**src/rtl/keypad_emulator.sv**
```systemverilog
// Keypad contact emulator: on request, "presses" one key of a 4x4 matrix
// keypad with realistic contact bounce, answering the scanner's active-low
// column drive on the active-low row lines.
module keypad_emulator #(
  parameter int HOLD_CYCLES   = 2000,
  parameter int BOUNCE_CYCLES = 200,
  parameter int BOUNCE_PERIOD = 20,
  parameter int GAP_CYCLES    = 500
) (
  input  logic       clock,
  input  logic       resetn,
  input  logic [3:0] col,
  output logic [3:0] row,
  input  logic       cmd_valid,
  input  logic [3:0] cmd_key,
  output logic       cmd_ready,
  output logic       contact,
  output logic       done,
  output logic [7:0] press_count
);

  localparam int MAX_HB  = (HOLD_CYCLES > BOUNCE_CYCLES) ? HOLD_CYCLES : BOUNCE_CYCLES;
  localparam int MAX_LEN = (MAX_HB > GAP_CYCLES) ? MAX_HB : GAP_CYCLES;
  localparam int PH_W    = (MAX_LEN > 1) ? $clog2(MAX_LEN) : 1;
  localparam int TG_W    = (BOUNCE_PERIOD > 1) ? $clog2(BOUNCE_PERIOD) : 1;

  typedef enum logic [2:0] {
    S_IDLE,
    S_BOUNCE_IN,
    S_HOLD,
    S_BOUNCE_OUT,
    S_GAP
  } state_t;

  state_t            r_state;
  logic [PH_W-1:0]   r_phase;
  logic [TG_W-1:0]   r_tog;
  logic              r_contact;
  logic [3:0]        r_key;
  logic              r_done;
  logic [7:0]        r_count;

  state_t            w_target;
  logic              w_adv;
  logic [3:0]        w_pos;
  logic [3:0]        w_row;

  // Number of cycles spent in each timed state.
  function automatic int f_len(state_t s);
    case (s)
      S_BOUNCE_IN, S_BOUNCE_OUT: return BOUNCE_CYCLES;
      S_HOLD:                    return HOLD_CYCLES;
      S_GAP:                     return GAP_CYCLES;
      default:                   return 0;
    endcase
  endfunction

  // Fixed order of the press sequence.
  function automatic state_t f_succ(state_t s);
    case (s)
      S_IDLE:       return S_BOUNCE_IN;
      S_BOUNCE_IN:  return S_HOLD;
      S_HOLD:       return S_BOUNCE_OUT;
      S_BOUNCE_OUT: return S_GAP;
      default:      return S_IDLE;
    endcase
  endfunction

  // Skip over any state configured with zero length.
  function automatic state_t f_enter(state_t s);
    state_t t;
    t = s;
    for (int i = 0; i < 4; i++) begin
      if (t != S_IDLE && f_len(t) == 0) t = f_succ(t);
    end
    return t;
  endfunction

  // Contact level on the first cycle of a state.
  function automatic logic f_entry_contact(state_t s);
    return (s == S_BOUNCE_IN) || (s == S_HOLD);
  endfunction

  // Keycode to matrix position {row[1:0], col[1:0]}.
  function automatic logic [3:0] f_map(logic [3:0] key);
    case (key)
      4'd1:  return 4'b00_00;
      4'd2:  return 4'b00_01;
      4'd3:  return 4'b00_10;
      4'd10: return 4'b00_11;
      4'd4:  return 4'b01_00;
      4'd5:  return 4'b01_01;
      4'd6:  return 4'b01_10;
      4'd11: return 4'b01_11;
      4'd7:  return 4'b10_00;
      4'd8:  return 4'b10_01;
      4'd9:  return 4'b10_10;
      4'd12: return 4'b10_11;
      4'd14: return 4'b11_00;
      4'd0:  return 4'b11_01;
      4'd15: return 4'b11_10;
      default: return 4'b11_11;  // 13 = D
    endcase
  endfunction

  // Decide whether the current state ends this cycle and where it goes.
  always_comb begin
    w_target = f_enter(f_succ(r_state));
    if (r_state == S_IDLE) w_adv = cmd_valid;
    else                   w_adv = (r_phase == PH_W'(f_len(r_state) - 1));
  end

  // Sequencer: state, phase counter, bounce toggling, key latch and press counter.
  always_ff @(posedge clock or negedge resetn) begin
    if (!resetn) begin
      r_state   <= S_IDLE;
      r_phase   <= '0;
      r_tog     <= '0;
      r_contact <= 1'b0;
      r_key     <= 4'd0;
      r_done    <= 1'b0;
      r_count   <= 8'd0;
    end else begin
      r_done <= 1'b0;
      if (w_adv) begin
        r_state   <= w_target;
        r_phase   <= '0;
        r_tog     <= '0;
        r_contact <= f_entry_contact(w_target);
        if (r_state == S_IDLE) r_key <= cmd_key;
        if (w_target == S_IDLE) begin
          r_done  <= 1'b1;
          r_count <= r_count + 8'd1;
        end
      end else if (r_state != S_IDLE) begin
        r_phase <= r_phase + 1'b1;
        if (r_state == S_BOUNCE_IN || r_state == S_BOUNCE_OUT) begin
          if (r_tog == TG_W'(BOUNCE_PERIOD - 1)) begin
            r_tog     <= '0;
            r_contact <= ~r_contact;
          end else begin
            r_tog <= r_tog + 1'b1;
          end
        end
      end
    end
  end

  // Row sense: pull the latched key's row low only while its column is driven.
  always_comb begin
    w_pos = f_map(r_key);
    w_row = 4'b1111;
    if (r_contact && !col[w_pos[1:0]]) w_row[w_pos[3:2]] = 1'b0;
  end

  assign row         = w_row;
  assign cmd_ready   = (r_state == S_IDLE);
  assign contact     = r_contact;
  assign done        = r_done;
  assign press_count = r_count;

endmodule

```
**config.mk**
```make
export PLATFORM = sky130hd
export DESIGN_NAME = keypad_emulator
export DESIGN_NICKNAME = d
export VERILOG_FILES = /design/src/rtl/keypad_emulator.sv
export SDC_FILE = /design/constraint.sdc
export NUM_CORES = 1
export LEC_CHECK = 0
export CAP_MARGIN = 40
export CORE_MARGIN = 2
export CORE_UTILIZATION = 45
export DETAILED_ROUTE_END_ITERATION = 8
export PLACE_DENSITY = 0.67
export SYNTH_ARGS = -nofsm -noshare
export SYNTH_HDL_FRONTEND = slang
export SYNTH_SLANG_ARGS = --single-unit
```
**constraint.sdc**
```tcl
create_clock -name clock -period 3.8 [get_ports clock]
set_input_delay 0.76 -clock clock [delete_from_list [all_inputs] [get_ports clock]]
set_output_delay 0.76 -clock clock [all_outputs]
set_load 0.005 [all_outputs]
```
# [Word level (Yosys, flattened, before mapping)]
# Memory sizes are Yosys's and may differ from the RTL's.
# Cells that the tools add are included.
[word_totals] register_bits=33 mem_bits_ro=64 inputBits=11 output_inout_bits=15 wordCells=110 memories=1
[memory_table] name="(no name shown)" depth=16 word_bits=4 rd=1 rd_clocked_by_memory_dff=0 write_ports=0 line_no="86" rtl="case (key)"
[op_classes] add_sub_neg=4 magnitude_cmp=3 eq_ne=24 n_mux=33 bitwise=2 n_reduce_logical=36
[ops] op="11-bit case mux with 3 select lines" n=5
[ops] op="32-bit logical NOT" n=4
[ops] op="3-bit case mux with 4 select lines" n=5
[ops] op="3-bit by 2-bit == test with 1-bit output, second input constant" n=11
[ops] op="11-bit 2-to-1 mux" n=3
[ops] op="5-bit 2-to-1 mux" n=4
[ops] op="3-bit by 1-bit == test with 1-bit output, second input constant" n=6
[ops] op="3-bit logical NOT" n=6
[ops] op="3-bit == test, second input constant" n=5
[ops] op="3-bit nonzero test" n=5
[ops] op="3-bit 2-to-1 mux" n=4
[ops] op="11-bit by 1-bit adder with 11-bit output, second input constant" n=1
[ops] op="11-bit == test" n=1
[ops] op="11-bit by 2-bit subtractor with 11-bit output, second input constant" n=1
[ops] op="2-bit OR reduction" n=5
[ops] op="1-bit 2-to-1 mux" n=9
[ops] op="8-bit by 1-bit adder with 8-bit output, second input constant" n=1
[ops] op="1-bit logical AND" n=6
[ops] op="2-bit by 3-bit < comparator with 1-bit output, second input constant" n=2
[ops] op="2-bit AND reduction" n=3
[ops] op="2-bit nonzero test" n=3
[ops] op="5-bit by 1-bit adder with 5-bit output, second input constant" n=1
[ops] op="5-bit == test, second input constant" n=1
[ops] op="4-bit 2-to-1 mux" n=1
[ops] op="8 further kinds" n=9

# [Depth between registers and ports, before layout]
[logic_depth] word_depth=29 depth_mapped=13 ltp_nobuf=9

# [Least setup slack after synthesis]
# No wires, ideal clock.
[synth_timing] path_type="flip-flop to flip-flop" from="register r_state[2]" to="register r_contact (netlist: contact)" setup_time_ns=0.128 arrival_ns=2.681 required_time_ns=3.672 slack_ns=0.992 stages_incl_launch_ff=11 n_path_buf=2 period_less_slack_ns=2.808 cell_sequence="dfrtp_1 > buf_2 > buf_2 > nor2b_1 > inv_1 > ha_1 > or3_1 > a41oi_2 > o211ai_2 > nor2_1 > mux2_1"
[synth_via] elab_chain_len=29 word_cells_on_any_way=70 classes_between="1 x add/sub; 23 x eq/ne; 17 x mux; 29 x reduce/logical"
[synth_rtl] item="from (decl)" line_no="35" rtl="state_t r_state;"
[synth_rtl] item="from (signal assigned)" line_no="126" rtl="r_state <= w_target;"
[synth_rtl] item="3-bit by 2-bit == test with 1-bit output, or another cell as far along" line_no="50, 60, 137"
[synth_rtl] item="3-bit case mux with 4 select lines" line_no="60" rtl="case (s)"
[synth_rtl] item="3-bit by 2-bit == test with 1-bit output or 3-bit by 1-bit == test with 1-bit output (tied branches)" line_no="50, 60"
[synth_rtl] item="2-bit OR reduction" line_no="50" rtl="case (s)"
[synth_rtl] item="11-bit case mux with 3 select lines" line_no="50"
[synth_rtl] item="32-bit logical NOT" line_no="74" rtl="if (t != S_IDLE && f_len(t) == 0) t = f_succ(t);"
[synth_rtl] item="1-bit logical AND" line_no="74"
[synth_rtl] item="3-bit 2-to-1 mux" line_no="74"
[synth_rtl] item="[... 13 more ...]"
[synth_rtl] item="2-bit OR reduction" line_no="50"
[synth_rtl] item="11-bit case mux with 3 select lines" line_no="50"
[synth_rtl] item="32-bit logical NOT" line_no="74"
[synth_rtl] item="1-bit logical AND" line_no="74"
[synth_rtl] item="3-bit 2-to-1 mux" line_no="74"
[synth_rtl] item="3-bit by 1-bit == test with 1-bit output or 3-bit by 2-bit == test with 1-bit output (tied branches)" line_no="81" rtl="return (s == S_BOUNCE_IN) || (s == S_HOLD);"
[synth_rtl] item="1-bit logical OR" line_no="81"
[synth_rtl] item="1-bit 2-to-1 mux" line_no="125" rtl="if (w_adv) begin"
[synth_rtl] item="to (signal assigned)" line_no="129" rtl="r_contact <= f_entry_contact(w_target);"
[synth_rtl] item="to (signal assigned)" line_no="140" rtl="r_contact <= ~r_contact;"
[synth_rtl] item="to (decl)" line_no="38" rtl="logic r_contact;"
# Several ways; a longest one is shown, not always the timed one. The select of a mux whose other input is x is not followed.
# A chain may end at the register's enable or synchronous reset.

# [Worst setup path after layout]
[layout_timing] from="input port col[0]" to="output port row[0]"
[layout_via] elab_chain_len=5
[layout_rtl] item="from (decl)" line_no="12" rtl="input logic [3:0] col,"
[layout_rtl] item="1-bit binary-select mux with 2-bit select" line_no="153" rtl="if (r_contact && !col[w_pos[1:0]]) w_row[w_pos[3:2]] = 1'b0;"
[layout_rtl] item="1-bit 2-to-1 mux (not written as such)" line_no="153"
[layout_rtl] item="1-bit logical NOT" line_no="153"
[layout_rtl] item="1-bit logical AND" line_no="153"
[layout_rtl] item="4-bit 2-to-1 mux" line_no="153"
[layout_rtl] item="to (decl)" line_no="13" rtl="output logic [3:0] row,"
# Every way passes these cells. The select of a mux whose other input is x is not followed.

==> flow_metrics.py <==
metrics = {
    "logic_synthesis": {
        "synth_fp_nets": 254,
        "synth_cells": 239,
        "syn_area_per_cell_um2": 8.863,
        "synth_top_cell_by_area": "dfrtp_1",
        "synthTopCellsByArea": "dfrtp_1 (39%), xor2_1 (6.6%), nand2_1 (4.4%), nor2_1 (3.9%), mux2_2 (3.2%)",
        "async_flop_share_pct": 100.0,
        "synth-seq-cells": 33,
        "synth_ff_type": "dfrtp_1",
        "synth_edf_count": 0,
        "seq_area_frac_synth_pct": 38.98,
        "synth_area_um2": 2118,
        "synth_cell_types": 49,
        "synth_top_area_share_pct": 38.98,
        "ys_warn_count": 0,
    },
    "sta": {
        "setup_violations": 0,
        "setup-tns-final_ps": 0,
        "min_period_ps": 3459,
        "hold_viol": 0,
        "rsz0062_at_grt": "no",
        "fin_skew_ps": 12.16,
        "drv_slew": 0,
        "tightest_slew_ps": 528.3,
        "fin_crit_sh_pct": 91.01,
        "fmax_mhz": 289.1,
        "fin_ws_ps": 341.4,
        "relSlewSlack_pct": 64.51,
    },
    "detailed_routing": {
        "drc": 0,
        "post_drt_via_cell_ratio": 5.689,
        "first_pass_iters": 4,
        "drt_iter0_drc": 113,
        "wl_per_cell_um": 13.86,
        "antenna_left": 0,
        "finalWirelength_um": 4409,
        "vias": 1809,
    },
    "cells_and_area": {
        "layout_common_cells": "dfrtp_1 (33), nand2_1 (25), clkdlybuf4s50_1 (25)",
        "n_antenna_cell": 0,
        "multi_input_area_um2": 1192,
        "drive_gt1_share_pct": 10.90,
        "area_growth_pct": 19.91,
        "final_nets": 280,
        "fillers": 424,
        "seq_area_um2": 825.8,
        "final_common_cell": "dfrtp_1",
    },
    "grt": {
        "grt_pass1_vias": 1705,
        "globalRouteOverflowTotal": 0,
        "grtUsageTotal_pct": 18.44,
        "grt_antenna_before_repair": 0,
        "grt_start_max_net_pins": 34,
        "grt_pass1_wl_um": 7693,
    },
    "clock_tree": {
        "cts.htree.levels": 2,
        "root_buffer": "clkbuf_8",
        "clock_latency_ps": 290,
        "path_clk_slew_ps": 70,
        "post_cts_resized": 0,
        "cts_sinks": 33,
        "numCtsBuffers": 5,
        "postCtsHoldBufs": 0,
        "cts_setup_buffers": 0,
        "cts_tree": "built",
        "cts_max_path_buffers": 2,
    },
    "power_and_ir_drop": {
        "leakagePower_nw": 1.099,
        "power_density_nw_per_um2": 589.5,
        "vdd_drop_max_v": 0.0003274,
    },
    "floorplanning": {
        "ios": 26,
        "die_x_um": 72.61,
        "core_um2": 4444,
        "rows": 24,
        "start_util_pct": 47.66,
        "die_area_um2": 5272,
        "die_h_um": 72.61,
    },
    "hold_path": {
        "worst_hold_path_type": "reg2reg",
    },
    "critical_path": {
        "cp-end-kind": "output pin",
        "critPathTopFamily": "buffers and inverters",
        "critPathRequiredTime_ps": 3040,
        "cp_common_cell": "clkdlybuf4s50_1",
        "crit_chain": "clkdlybuf4s50_1, and3b_1, a21oi_1, o22ai_1, nor2_1, o211ai_1, a2111o_1, clkdlybuf4s50_1",
        "cp-start-kind": "primary input",
        "max_stage_delay_ps": 440,
        "critPathSlowestCell": "clkdlybuf4s50_1",
        "crit_fanout": 4,
        "cp.arrival_ps": 2700,
        "cp_num_buf_inv": 2,
        "worstSetupPathType": "in2out",
    },
    "placement": {
        "preCtsSetupSlack_ps": 352.3,
        "io_buffers": 25,
        "place_hpwl_um": 3058,
        "routabilityCongestion": 0.8232,
    },
    "status": {
        "outcome": "completed",
    },
    "flow_run": {
        "drv_cap": 0,
    },
}
kinds of logic after synthesis:
kind of cell	count (synthesis)	synth area share [%]
xor+xnor	22	9.096
mux	7	3.721
buf+inv	23	4.725
fa+ha+maj	4	2.363
compound gates	50	17.31
flops	33	38.98
simple gates	100	23.80
path summary, 6_finish.rpt:
check,from,to,cells past startpoint,slack (ps)
min in group asynchronous,resetn,r_tog[4]$_DFFE_PN0P_,2,860
min reg2reg,press_count[7]$_DFFE_PN0P_,press_count[7]$_DFFE_PN0P_,1,460
min,press_count[7]$_DFFE_PN0P_,press_count[7]$_DFFE_PN0P_,1,460
max,col[0],row[0],8,340
max reg2reg,r_state[2]$_DFFE_PN0P_,r_state[0]$_DFFE_PN0P_,9,810
max in group asynchronous,resetn,press_count[4]$_DFFE_PN0P_,2,2620
power by group:
group	switching, mW	leakage (nW)	internal [mW]
clock	0.137	0.0574	0.213
sequential	0.145	0.429	0.430
combinational	0.282	0.612	0.291
state kept, by name, summed over array words and instances, names as in the netlist:
signal       cells
r_state          3
done             1
r_tog            5
contact          1
r_key            4
press_count      8
r_phase         11
cell usage after synthesis, types with 5 or more instances:
cell      number
nand2b_1       5
inv_1         11
xnor2_1        6
mux2_2         6
nand4_1        9
dfrtp_1       33
xor2_1        16
a21oi_1       12
nor3_1        13
nor2b_1        6
o21ai_0        8
nor2_1        22
buf_2          5
nand2_1       25
clkbuf_1       6
metal layers:
metal	part of all wire, %	GRT usage [%]	routed length (um)
met1	50	25.11	2221
met2	45	28.79	1986
met3	3.4	3.867	148
met4	1.2	7.202	52
met5	0	0	0
stage by stage:
step	util (%)	total power [mW]	area, um2	hold slack, ps	cells
after floorplan	-	0.9843	2118	464.4	239
after global placement	54.45	1.135	2420	453.7	310
after detailed placement	54.45	1.155	2420	456.8	310
after CTS	57.15	1.510	2540	470.9	318
after global routing	57.15	1.604	2540	477.1	318
final	57.15	1.497	2540	462.7	318
final cells by class:
class	count	share of cell area (%)
Clock buffer	6	3.251
Clock inverter	2	1.478
Inverter	11	1.626
Multi-Input combinational cell	183	46.95
Sequential cell	33	32.51
Tap cell	52	2.562
Timing Repair Buffer	31	11.63
(Power assumes the default switching activity.)
